===== src/rtl/tap_pkg.sv =====
// Shared TAP types and constants.
//  tap_state_t        : 16 TAP states, IEEE 1149.1 encoding
//  IR_CAPTURE_PATTERN : value loaded into the IR shift register at CAPTURE_IR
//  BYPASS_OPCODE      : all-ones instruction selecting the 1-bit bypass DR
package tap_pkg;

    localparam int unsigned TAP_IR_WIDTH = 6;

    typedef enum logic [3:0] {
        EXIT2_DR         = 4'h0,
        EXIT1_DR         = 4'h1,
        SHIFT_DR         = 4'h2,
        PAUSE_DR         = 4'h3,
        SELECT_IR_SCAN   = 4'h4,
        UPDATE_DR        = 4'h5,
        CAPTURE_DR       = 4'h6,
        SELECT_DR_SCAN   = 4'h7,
        EXIT2_IR         = 4'h8,
        EXIT1_IR         = 4'h9,
        SHIFT_IR         = 4'hA,
        PAUSE_IR         = 4'hB,
        RUN_TEST_IDLE    = 4'hC,
        UPDATE_IR        = 4'hD,
        CAPTURE_IR       = 4'hE,
        TEST_LOGIC_RESET = 4'hF
    } tap_state_t;

    localparam logic [TAP_IR_WIDTH-1:0] IR_CAPTURE_PATTERN = TAP_IR_WIDTH'(2'b01);
    localparam logic [TAP_IR_WIDTH-1:0] BYPASS_OPCODE      = '1;

endpackage


===== src/rtl/tap_fsm.sv =====
// TAP state sequencer: state register plus 1149.1 next-state logic.
//  tck    in  : JTAG clock
//  trst_n in  : synchronous active-low reset to TEST_LOGIC_RESET
//  tms    in  : mode select steering the state graph
//  state  out : current TAP state (registered)
module tap_fsm
    import tap_pkg::*;
(
    input  logic       tck,
    input  logic       trst_n,
    input  logic       tms,
    output tap_state_t state
);

    tap_state_t r_state;
    tap_state_t w_next;

    // State register; reset has priority over tms.
    always_ff @(posedge tck) begin
        if (!trst_n) begin
            r_state <= TEST_LOGIC_RESET;
        end else begin
            r_state <= w_next;
        end
    end

    // Standard 1149.1 transition graph.
    always_comb begin
        w_next = r_state;
        unique case (r_state)
            TEST_LOGIC_RESET: w_next = tms ? TEST_LOGIC_RESET : RUN_TEST_IDLE;
            RUN_TEST_IDLE:    w_next = tms ? SELECT_DR_SCAN   : RUN_TEST_IDLE;
            SELECT_DR_SCAN:   w_next = tms ? SELECT_IR_SCAN   : CAPTURE_DR;
            CAPTURE_DR:       w_next = tms ? EXIT1_DR         : SHIFT_DR;
            SHIFT_DR:         w_next = tms ? EXIT1_DR         : SHIFT_DR;
            EXIT1_DR:         w_next = tms ? UPDATE_DR        : PAUSE_DR;
            PAUSE_DR:         w_next = tms ? EXIT2_DR         : PAUSE_DR;
            EXIT2_DR:         w_next = tms ? UPDATE_DR        : SHIFT_DR;
            UPDATE_DR:        w_next = tms ? SELECT_DR_SCAN   : RUN_TEST_IDLE;
            SELECT_IR_SCAN:   w_next = tms ? TEST_LOGIC_RESET : CAPTURE_IR;
            CAPTURE_IR:       w_next = tms ? EXIT1_IR         : SHIFT_IR;
            SHIFT_IR:         w_next = tms ? EXIT1_IR         : SHIFT_IR;
            EXIT1_IR:         w_next = tms ? UPDATE_IR        : PAUSE_IR;
            PAUSE_IR:         w_next = tms ? EXIT2_IR         : PAUSE_IR;
            EXIT2_IR:         w_next = tms ? UPDATE_IR        : SHIFT_IR;
            UPDATE_IR:        w_next = tms ? SELECT_DR_SCAN   : RUN_TEST_IDLE;
            default:          w_next = TEST_LOGIC_RESET;
        endcase
    end

    assign state = r_state;

endmodule


===== src/rtl/tap_controller.sv =====
// JTAG TAP controller: FSM, instruction register, IDCODE/BYPASS DRs, tdo mux.
//  tck, trst_n       in  : JTAG clock, synchronous active-low reset
//  tms, tdi          in  : mode select, serial data in
//  user_tdo          in  : serial return from the user DR
//  tdo               out : serial data out (combinational mux)
//  test_logic_reset,
//  run_test_idle,
//  capture_dr,
//  shift_dr,
//  update_dr         out : Moore decodes of the TAP state
//  ir_is_user        out : latched instruction selects the user DR
//  ir                out : latched instruction
module tap_controller
    import tap_pkg::*;
#(
    parameter int unsigned           IR_WIDTH      = TAP_IR_WIDTH,
    parameter logic [IR_WIDTH-1:0]   USER_OPCODE   = IR_WIDTH'(6'h02),
    parameter logic [IR_WIDTH-1:0]   IDCODE_OPCODE = IR_WIDTH'(6'h09),
    parameter logic [31:0]           IDCODE_VALUE  = 32'h0000_0001
) (
    input  logic                tck,
    input  logic                trst_n,
    input  logic                tms,
    input  logic                tdi,
    input  logic                user_tdo,
    output logic                tdo,
    output logic                test_logic_reset,
    output logic                run_test_idle,
    output logic                ir_is_user,
    output logic                capture_dr,
    output logic                shift_dr,
    output logic                update_dr,
    output logic [IR_WIDTH-1:0] ir
);

    localparam logic [IR_WIDTH-1:0] IR_CAPTURE = IR_WIDTH'(IR_CAPTURE_PATTERN);

    tap_state_t          w_state;
    logic [IR_WIDTH-1:0] r_ir;
    logic [IR_WIDTH-1:0] r_ir_shift;
    logic [31:0]         r_idcode_shift;
    logic                r_bypass;

    tap_fsm u_fsm (
        .tck    (tck),
        .trst_n (trst_n),
        .tms    (tms),
        .state  (w_state)
    );

    // Instruction register: shift path plus latched instruction.
    // TLR keeps forcing IDCODE so ir only ever changes at UPDATE_IR or reset.
    always_ff @(posedge tck) begin
        if (!trst_n) begin
            r_ir       <= IDCODE_OPCODE;
            r_ir_shift <= '0;
        end else begin
            if (w_state == TEST_LOGIC_RESET) begin
                r_ir <= IDCODE_OPCODE;
            end else if (w_state == UPDATE_IR) begin
                r_ir <= r_ir_shift;
            end
            if (w_state == CAPTURE_IR) begin
                r_ir_shift <= IR_CAPTURE;
            end else if (w_state == SHIFT_IR) begin
                r_ir_shift <= {tdi, r_ir_shift[IR_WIDTH-1:1]};
            end
        end
    end

    // IDCODE and BYPASS data registers; both capture and shift on every DR scan.
    always_ff @(posedge tck) begin
        if (!trst_n) begin
            r_idcode_shift <= '0;
            r_bypass       <= 1'b0;
        end else if (w_state == CAPTURE_DR) begin
            r_idcode_shift <= IDCODE_VALUE;
            r_bypass       <= 1'b0;
        end else if (w_state == SHIFT_DR) begin
            r_idcode_shift <= {tdi, r_idcode_shift[31:1]};
            r_bypass       <= tdi;
        end
    end

    // Return mux; any opcode other than user/IDCODE behaves as BYPASS.
    always_comb begin
        tdo = 1'b0;
        if (w_state == SHIFT_IR) begin
            tdo = r_ir_shift[0];
        end else if (w_state == SHIFT_DR) begin
            if (r_ir == USER_OPCODE) begin
                tdo = user_tdo;
            end else if (r_ir == IDCODE_OPCODE) begin
                tdo = r_idcode_shift[0];
            end else begin
                tdo = r_bypass;
            end
        end
    end

    assign test_logic_reset = (w_state == TEST_LOGIC_RESET);
    assign run_test_idle    = (w_state == RUN_TEST_IDLE);
    assign capture_dr       = (w_state == CAPTURE_DR);
    assign shift_dr         = (w_state == SHIFT_DR);
    assign update_dr        = (w_state == UPDATE_DR);
    assign ir_is_user       = (r_ir == USER_OPCODE);
    assign ir               = r_ir;

endmodule

===== config.mk =====
export PLATFORM = sky130hd
export DESIGN_NAME = tap_controller
export DESIGN_NICKNAME = d
export VERILOG_FILES = /design/src/rtl/tap_pkg.sv /design/src/rtl/tap_fsm.sv /design/src/rtl/tap_controller.sv
export SDC_FILE = /design/constraint.sdc
export NUM_CORES = 1
export LEC_CHECK = 0
export CAP_MARGIN = 20
export CORE_UTILIZATION = 56
export DETAILED_ROUTE_END_ITERATION = 6
export GPL_TIMING_DRIVEN = 1
export PLACE_DENSITY = 0.77
export SYNTH_ARGS = -nofsm -noshare
export SYNTH_HDL_FRONTEND = slang
export SYNTH_SLANG_ARGS = --single-unit

===== constraint.sdc =====
create_clock -name tck -period 1.95 [get_ports tck]
set_input_delay 0.4875 -clock tck [delete_from_list [all_inputs] [get_ports tck]]
set_output_delay 0.4875 -clock tck [all_outputs]
set_load 0.005 [all_outputs]

# Word-level counts from Yosys, hierarchy flattened
# Cells that the tools add are included.
dict set report word_totals {
  reg_bits 49
  input_bits 5
  out_inout_bits 13
  wordCells 55
}
dict set report op_classes {
  n_eq_ne 17
  n_mux 21
  bitwise 1
  reduce_logical 9
}
# operator n
set ops {}
lappend ops {{case mux 4 bit (12 select lines)} 1}
lappend ops {{== test 4 bit, second input constant} 8}
lappend ops {{== test 4 x 3 -> 1 bit, second input constant} 4}
lappend ops {{two-way mux 2 bit} 6}
lappend ops {{two-way mux 3 bit} 4}
lappend ops {{OR reduction 2 bit} 5}
lappend ops {{two-way mux 1 bit} 9}
lappend ops {{== test 4 x 2 -> 1 bit, second input constant} 2}
lappend ops {{== test 6 x 2 -> 1 bit, second input constant} 1}
lappend ops {{== test 6 x 4 -> 1 bit, second input constant} 1}
lappend ops {{== test 4 x 1 -> 1 bit, second input constant} 1}
lappend ops {{logical NOT 4 bit} 1}
lappend ops {{two-way mux 4 bit} 1}
lappend ops {{nonzero test 2 bit} 2}
lappend ops {{OR reduction 3 bit} 1}
lappend ops {{NOT 1 bit} 1}

# Longest topological paths before layout
dict set report depth {
  ltp_word 5
  mapped_depth 7
  depth_no_buf 4
}

# Hierarchy
# A second synthesis with hierarchy kept.
dict set report hier_totals {
  hier_cells 234
  hier_area_um2 2021.9
}
# mod instances cells_each area_per_inst_um2 seq_area_each_um2
set by_module_without_submodules {}
lappend by_module_without_submodules {tap_controller 1 212 1838.0 880.8}
lappend by_module_without_submodules {tap_fsm 1 22 183.9 80.1}

# Worst setup path after synthesis
# No wires, ideal clock.
dict set report synth_path {
  kind {register -> output}
  startpoint {register u_fsm.r_state[0] (netlist: u_fsm.state[0])}
  endpoint {output port tdo}
  t_arrival_ps 1093
  required_time_ps 1462
  setup_slack_ps 369
  path_stages_with_launch 6
  path_buffers 1
  path_cell_list {dfxtp_1 -> buf_4 -> nand2b_1 -> nor3_1 -> o21ai_0 -> o32ai_1}
}
dict set report synth_between {
  elab_chain_len 3
  elab_cells_between_ends 4
  cone_classes {eq/ne: 2; mux: 2}
}
# element line
set synth_lines {}
lappend synth_lines {{from (decl)} tap_fsm.sv:15} ;# tap_state_t r_state;
lappend synth_lines {{from (signal assigned)} tap_fsm.sv:23} ;# r_state <= w_next;
lappend synth_lines {{== test 4 x 2 -> 1 bit} --}
lappend synth_lines {{net shift_dr} tap_controller.sv:31} ;# output logic shift_dr,
lappend synth_lines {{two-way mux 1 bit} tap_controller.sv:90} ;# end else if (w_state == SHIFT_DR) begin
lappend synth_lines {{two-way mux 1 bit} tap_controller.sv:88} ;# if (w_state == SHIFT_IR) begin
lappend synth_lines {{to (decl)} tap_controller.sv:26} ;# output logic tdo,
# The timed path passes the listed nets, and every way through them passes these cells.

# Final worst setup path
dict set report layout_path {
  startpoint {register r_ir[2] (netlist: ir[2])}
  endpoint {output port tdo}
}
dict set report layout_between {
  elab_chain_len 5
  elab_cells_between_ends 6
  cone_classes {eq/ne: 2; mux: 4}
}
# element line
set layout_lines {}
lappend layout_lines {{from (decl)} tap_controller.sv:39} ;# logic [IR_WIDTH-1:0] r_ir;
lappend layout_lines {{from (signal assigned)} tap_controller.sv:61} ;# r_ir <= r_ir_shift;
lappend layout_lines {{== test 6 x 4 -> 1 bit} tap_controller.sv:93} ;# end else if (r_ir == IDCODE_OPCODE) begin
lappend layout_lines {{two-way mux 1 bit} tap_controller.sv:93}
lappend layout_lines {{two-way mux 1 bit *} tap_controller.sv:91} ;# if (r_ir == USER_OPCODE) begin
lappend layout_lines {{two-way mux 1 bit *} tap_controller.sv:90}
lappend layout_lines {{two-way mux 1 bit *} tap_controller.sv:88}
# Mark *: on every way between the ends. The rest lies on a longest branch, timed or not.

==> summary by stage <==
Status
The flow ran to the end, and the final reports show no timing, DRC or antenna violations.

Timing
The maximum achievable frequency is 521 MHz. Setup repair after global routing could not meet its margin everywhere. The worst pin sits at a relative slew slack of 70.1%. At the pin with the least slew margin, the transition time is 0.448 ns. For the final routed database, the setup TNS stands at 0 ns. The time the final worst path needs with I/O delays and setup is 1.92 ns. The final-report max-slew violation count is 0. The fraction of the cycle the final worst path needs is 98.5%. The final worst slack is 0.0298 ns.

The total of endpoints with negative setup slack in the final report is 0. Across the routed clock network, the largest skew measured is 0.00322 ns. The post-route worst hold slack is 0.454 ns.

The count of final hold-check violations came to 0.

Cells and area
The count of antenna diodes in the layout is 0. Counting the fill cells in the layout gives 270. The total non-filler cell area in the finished layout is 2570 um2. The share of final-layout standard cells stronger than drive strength 1 is 17.8%. After the last flow step, the layout net total stands at 269. Relative to the synthesized area, the layout overhead comes to 22.5%.

Synth
The commonest cells after synthesis are sky130_fd_sc_hd__dfxtp_1, sky130_fd_sc_hd__nand2_1, sky130_fd_sc_hd__nand3b_1, sky130_fd_sc_hd__a21boi_0, sky130_fd_sc_hd__clkbuf_1. After synthesis, the cell types taking the most area are sky130_fd_sc_hd__dfxtp_1, sky130_fd_sc_hd__nand3b_1, sky130_fd_sc_hd__a21boi_0, sky130_fd_sc_hd__nand2_1, sky130_fd_sc_hd__mux2i_1. In this run, synthesis inferred 0 flip-flops with an integrated enable. The post-synthesis cell type count is 32.

The leading register cell type out of synthesis is sky130_fd_sc_hd__dfxtp_1. Counting flops with an async set or reset pin after synthesis yields a share of 0%. By instance count, the leading cell after synthesis is sky130_fd_sc_hd__dfxtp_1. The cell area that synthesis handed to floorplanning was 2100 um2. The biggest area consumer among synthesized cells is sky130_fd_sc_hd__dfxtp_1.

After synthesis, flip-flops and latches occupy 45.7% of the total area. The number of flip-flops and latches in the synthesized netlist is 48. The net count of the mapped netlist is 242.

The post-synthesis cell count is 237. In this run the biggest area consumer among cell types represents 45.7% of the synthesized area. The mean instance size in the synthesized netlist is 8.87 um2.

The total of warnings raised by yosys is 0.

Critical path
The worst setup path is launched from a flop. STA puts the critical path data arrival time at 1.43 ns. The number of cell instances on the worst register-to-register path is 6.

The worst reg2reg path endpoint is ir[0]. The maximum fanout along the worst path is 3. By startpoint and endpoint, the worst setup path is classified as flop to output pin. In this run the worst setup path begins at ir[2]. STA classifies the critical path endpoint as an output pin. The startpoint identified for the worst register-to-register timing path is u_fsm.state[3].

The reg2reg setup slack is 0.41 ns. The most critical setup path has its endpoint at tdo. At the worst endpoint, the required time is 1.46 ns.

Placed design
At the end of routability-driven placement, the weighted congestion stood at 0.785. In this run the tool buffered the top-level ports with 17 buffer cells. OpenSTA, run right after detailed placement, puts the worst setup slack at -0.235 ns. The instance area after placement is 2410 um2. The post-detailed-placement half-perimeter wirelength is 2780 um.

GRT
The residual overflow from global routing is 0. The largest net degree at the start of global routing is 46. The combined global-route utilization of all metal layers is 22.5%. The via count of the first global-routing pass is 1632. The wire length of the first global-routing pass is 7200 um. The number of antenna violations at the first check in global routing is 0.

Clock tree
TritonCTS built the clock tree. The clock root buffer is sky130_fd_sc_hd__clkbuf_8. The number of CTS-inserted buffers is 5.

The number of H-tree branching levels is 2. The clock drives 48 sinks. The clock network latency to the later pin of the worst-skew pair is 0.29 ns. After clock tree synthesis, the setup repair step added 0 buffers. The clock slew seen by the registers of the worst setup and hold paths is 0.08 ns.

The longest clock path from root to sink contains 2 buffers.

Routing
In the routed layout, each cell is associated on average with a via count of 5.49. Once detail routing completed, the nets flagged for antenna violations numbered 0. The remaining design rule violation count is 0. The number of search-and-repair iterations in the first detailed-routing pass is 4.

The total wirelength of the detailed-routed design is 4140 um. The detailed router finished its first iteration with 124 violations. For this block, the via count after detailed routing is 1701. The average wire per standard cell is 13.3 um.

Die
18 I/O pins were placed. The area of the core region is 3470 um2. The die outline area is 4000 um2. The floorplan die width is 63.3 um. In this run the vertical extent of the chip is 63.3 um. The number of placement rows is 21. The initial cell density of the core is 60.6%.

Flow run
Max-cap violations in this run came to 0.

Worst hold path
The worst hold-check path type is flop to flop.

Power
The leakage power is 0.960 nW. The maximum vdd drop is 0.597 mV. The power density over the cells is 721 nW/um2.
registers in the layout, summed over array words and instances, names as in the netlist:
signal          flops
ir                  6
r_bypass            1
u_fsm.state         4
r_idcode_shift     31
r_ir_shift          6
kinds of logic after synthesis:
| logic type | Yosys count | synth area share, % |
|---|---|---|
| AND/OR/NAND/NOR | 109 | 28.5 |
| AO/OA/AOI/OAI | 48 | 16.8 |
| flip-flops | 48 | 45.7 |
| buffers and inverters | 25 | 5.65 |
| multiplexers | 7 | 3.33 |
routing by layer:
metal  global-route usage (%)  wire [um]  vias up
li1                         -          -      860
met1                     28.3       1910      814
met2                     38.0       2070       21
met3                     3.80         88        6
met4                     9.09         63        0
met5                        0          0        -
through the flow:
step | utilization, % | power (mW) | std cells
floorplan | - | 1.19 | 237
global placement | 69.5 | 1.27 | 303
detailed placement | 69.5 | 1.28 | 303
CTS | 73.1 | 1.87 | 310
global route | 74.2 | 1.95 | 310
finish | 74.2 | 1.86 | 310
cell usage in the layout, fill, tap and decap left out, types with 2 or more instances in the layout:
| master | synthesis | final |
|---|---|---|
| sky130_fd_sc_hd__dfxtp_1 | 48 | 42 |
| sky130_fd_sc_hd__buf_4 | 5 | 19 |
| sky130_fd_sc_hd__nor3_4 | 1 | 2 |
| sky130_fd_sc_hd__nor3_1 | 5 | 3 |
| sky130_fd_sc_hd__a21boi_0 | 30 | 30 |
| sky130_fd_sc_hd__dfxtp_4 | 0 | 2 |
| sky130_fd_sc_hd__o21ai_0 | 3 | 2 |
| sky130_fd_sc_hd__nor2b_1 | 2 | 2 |
| sky130_fd_sc_hd__nand3b_1 | 33 | 33 |
| sky130_fd_sc_hd__buf_6 | 0 | 2 |
| sky130_fd_sc_hd__clkbuf_8 | 0 | 6 |
| sky130_fd_sc_hd__mux2i_1 | 7 | 7 |
| sky130_fd_sc_hd__nand3_1 | 4 | 3 |
| sky130_fd_sc_hd__nand4_1 | 2 | 2 |
| sky130_fd_sc_hd__dlymetal6s2s_1 | 0 | 2 |
| sky130_fd_sc_hd__dfxtp_2 | 0 | 4 |
| sky130_fd_sc_hd__nor2_1 | 6 | 6 |
| sky130_fd_sc_hd__dlygate4sd2_1 | 0 | 4 |
| sky130_fd_sc_hd__inv_1 | 6 | 6 |
| sky130_fd_sc_hd__a21boi_1 | 6 | 6 |
| sky130_fd_sc_hd__a21oi_1 | 2 | 2 |
| sky130_fd_sc_hd__nand2_1 | 47 | 47 |
| sky130_fd_sc_hd__clkdlybuf4s50_1 | 0 | 10 |
worst min path at each step:
stage / slack, ns / depth (start not counted) / from / to
global route: 0.48 / 2 / r_idcode_shift[25] / r_idcode_shift[25]
global placement: 0.44 / 2 / r_idcode_shift[28] / r_idcode_shift[28]
finish: 0.45 / 2 / r_idcode_shift[29] / r_idcode_shift[29]
floorplan: 0.43 / 2 / r_idcode_shift[30] / r_idcode_shift[30]
detailed placement: 0.45 / 2 / r_idcode_shift[29] / r_idcode_shift[29]
CTS: 0.46 / 2 / r_idcode_shift[25] / r_idcode_shift[25]
worst max-delay path: stages (launching register included):
cell                      delay (ns)
sky130_fd_sc_hd__dfxtp_2        0.35
sky130_fd_sc_hd__nor3_2         0.04
sky130_fd_sc_hd__buf_4          0.14
sky130_fd_sc_hd__a31o_4         0.22
sky130_fd_sc_hd__and3_4         0.17
sky130_fd_sc_hd__o32ai_2        0.08
sky130_fd_sc_hd__buf_2          0.15
area by class of cell:
type                    instances  area [um2]  area share [%]
inverters                       6        22.5           0.875
clock buffers                   6        82.6            3.21
clock inverters                 1        8.76           0.340
well taps                      46        57.6            2.24
multi-input cells             164        1080            41.9
flip-flops and latches         48         973            37.8
repair buffers                 39         350            13.6
power breakdown:
group	total (mW)	internal (mW)	leakage [nW]	switching (mW)
Clock	0.582	0.283	0.0473	0.300
Sequential	1.01	0.995	0.389	0.0171
Combinational	0.262	0.133	0.524	0.130
Total	1.86	1.41	0.960	0.447
timing repair:
item | 4_1_cts | 5_1_grt
resized for setup | 22 | 9
pin swaps | 0 | 2
hold buffers | 0 | 0
setup endpoints to repair | 7 | 4
No activity file was read; power rests on OpenSTA's default activity.
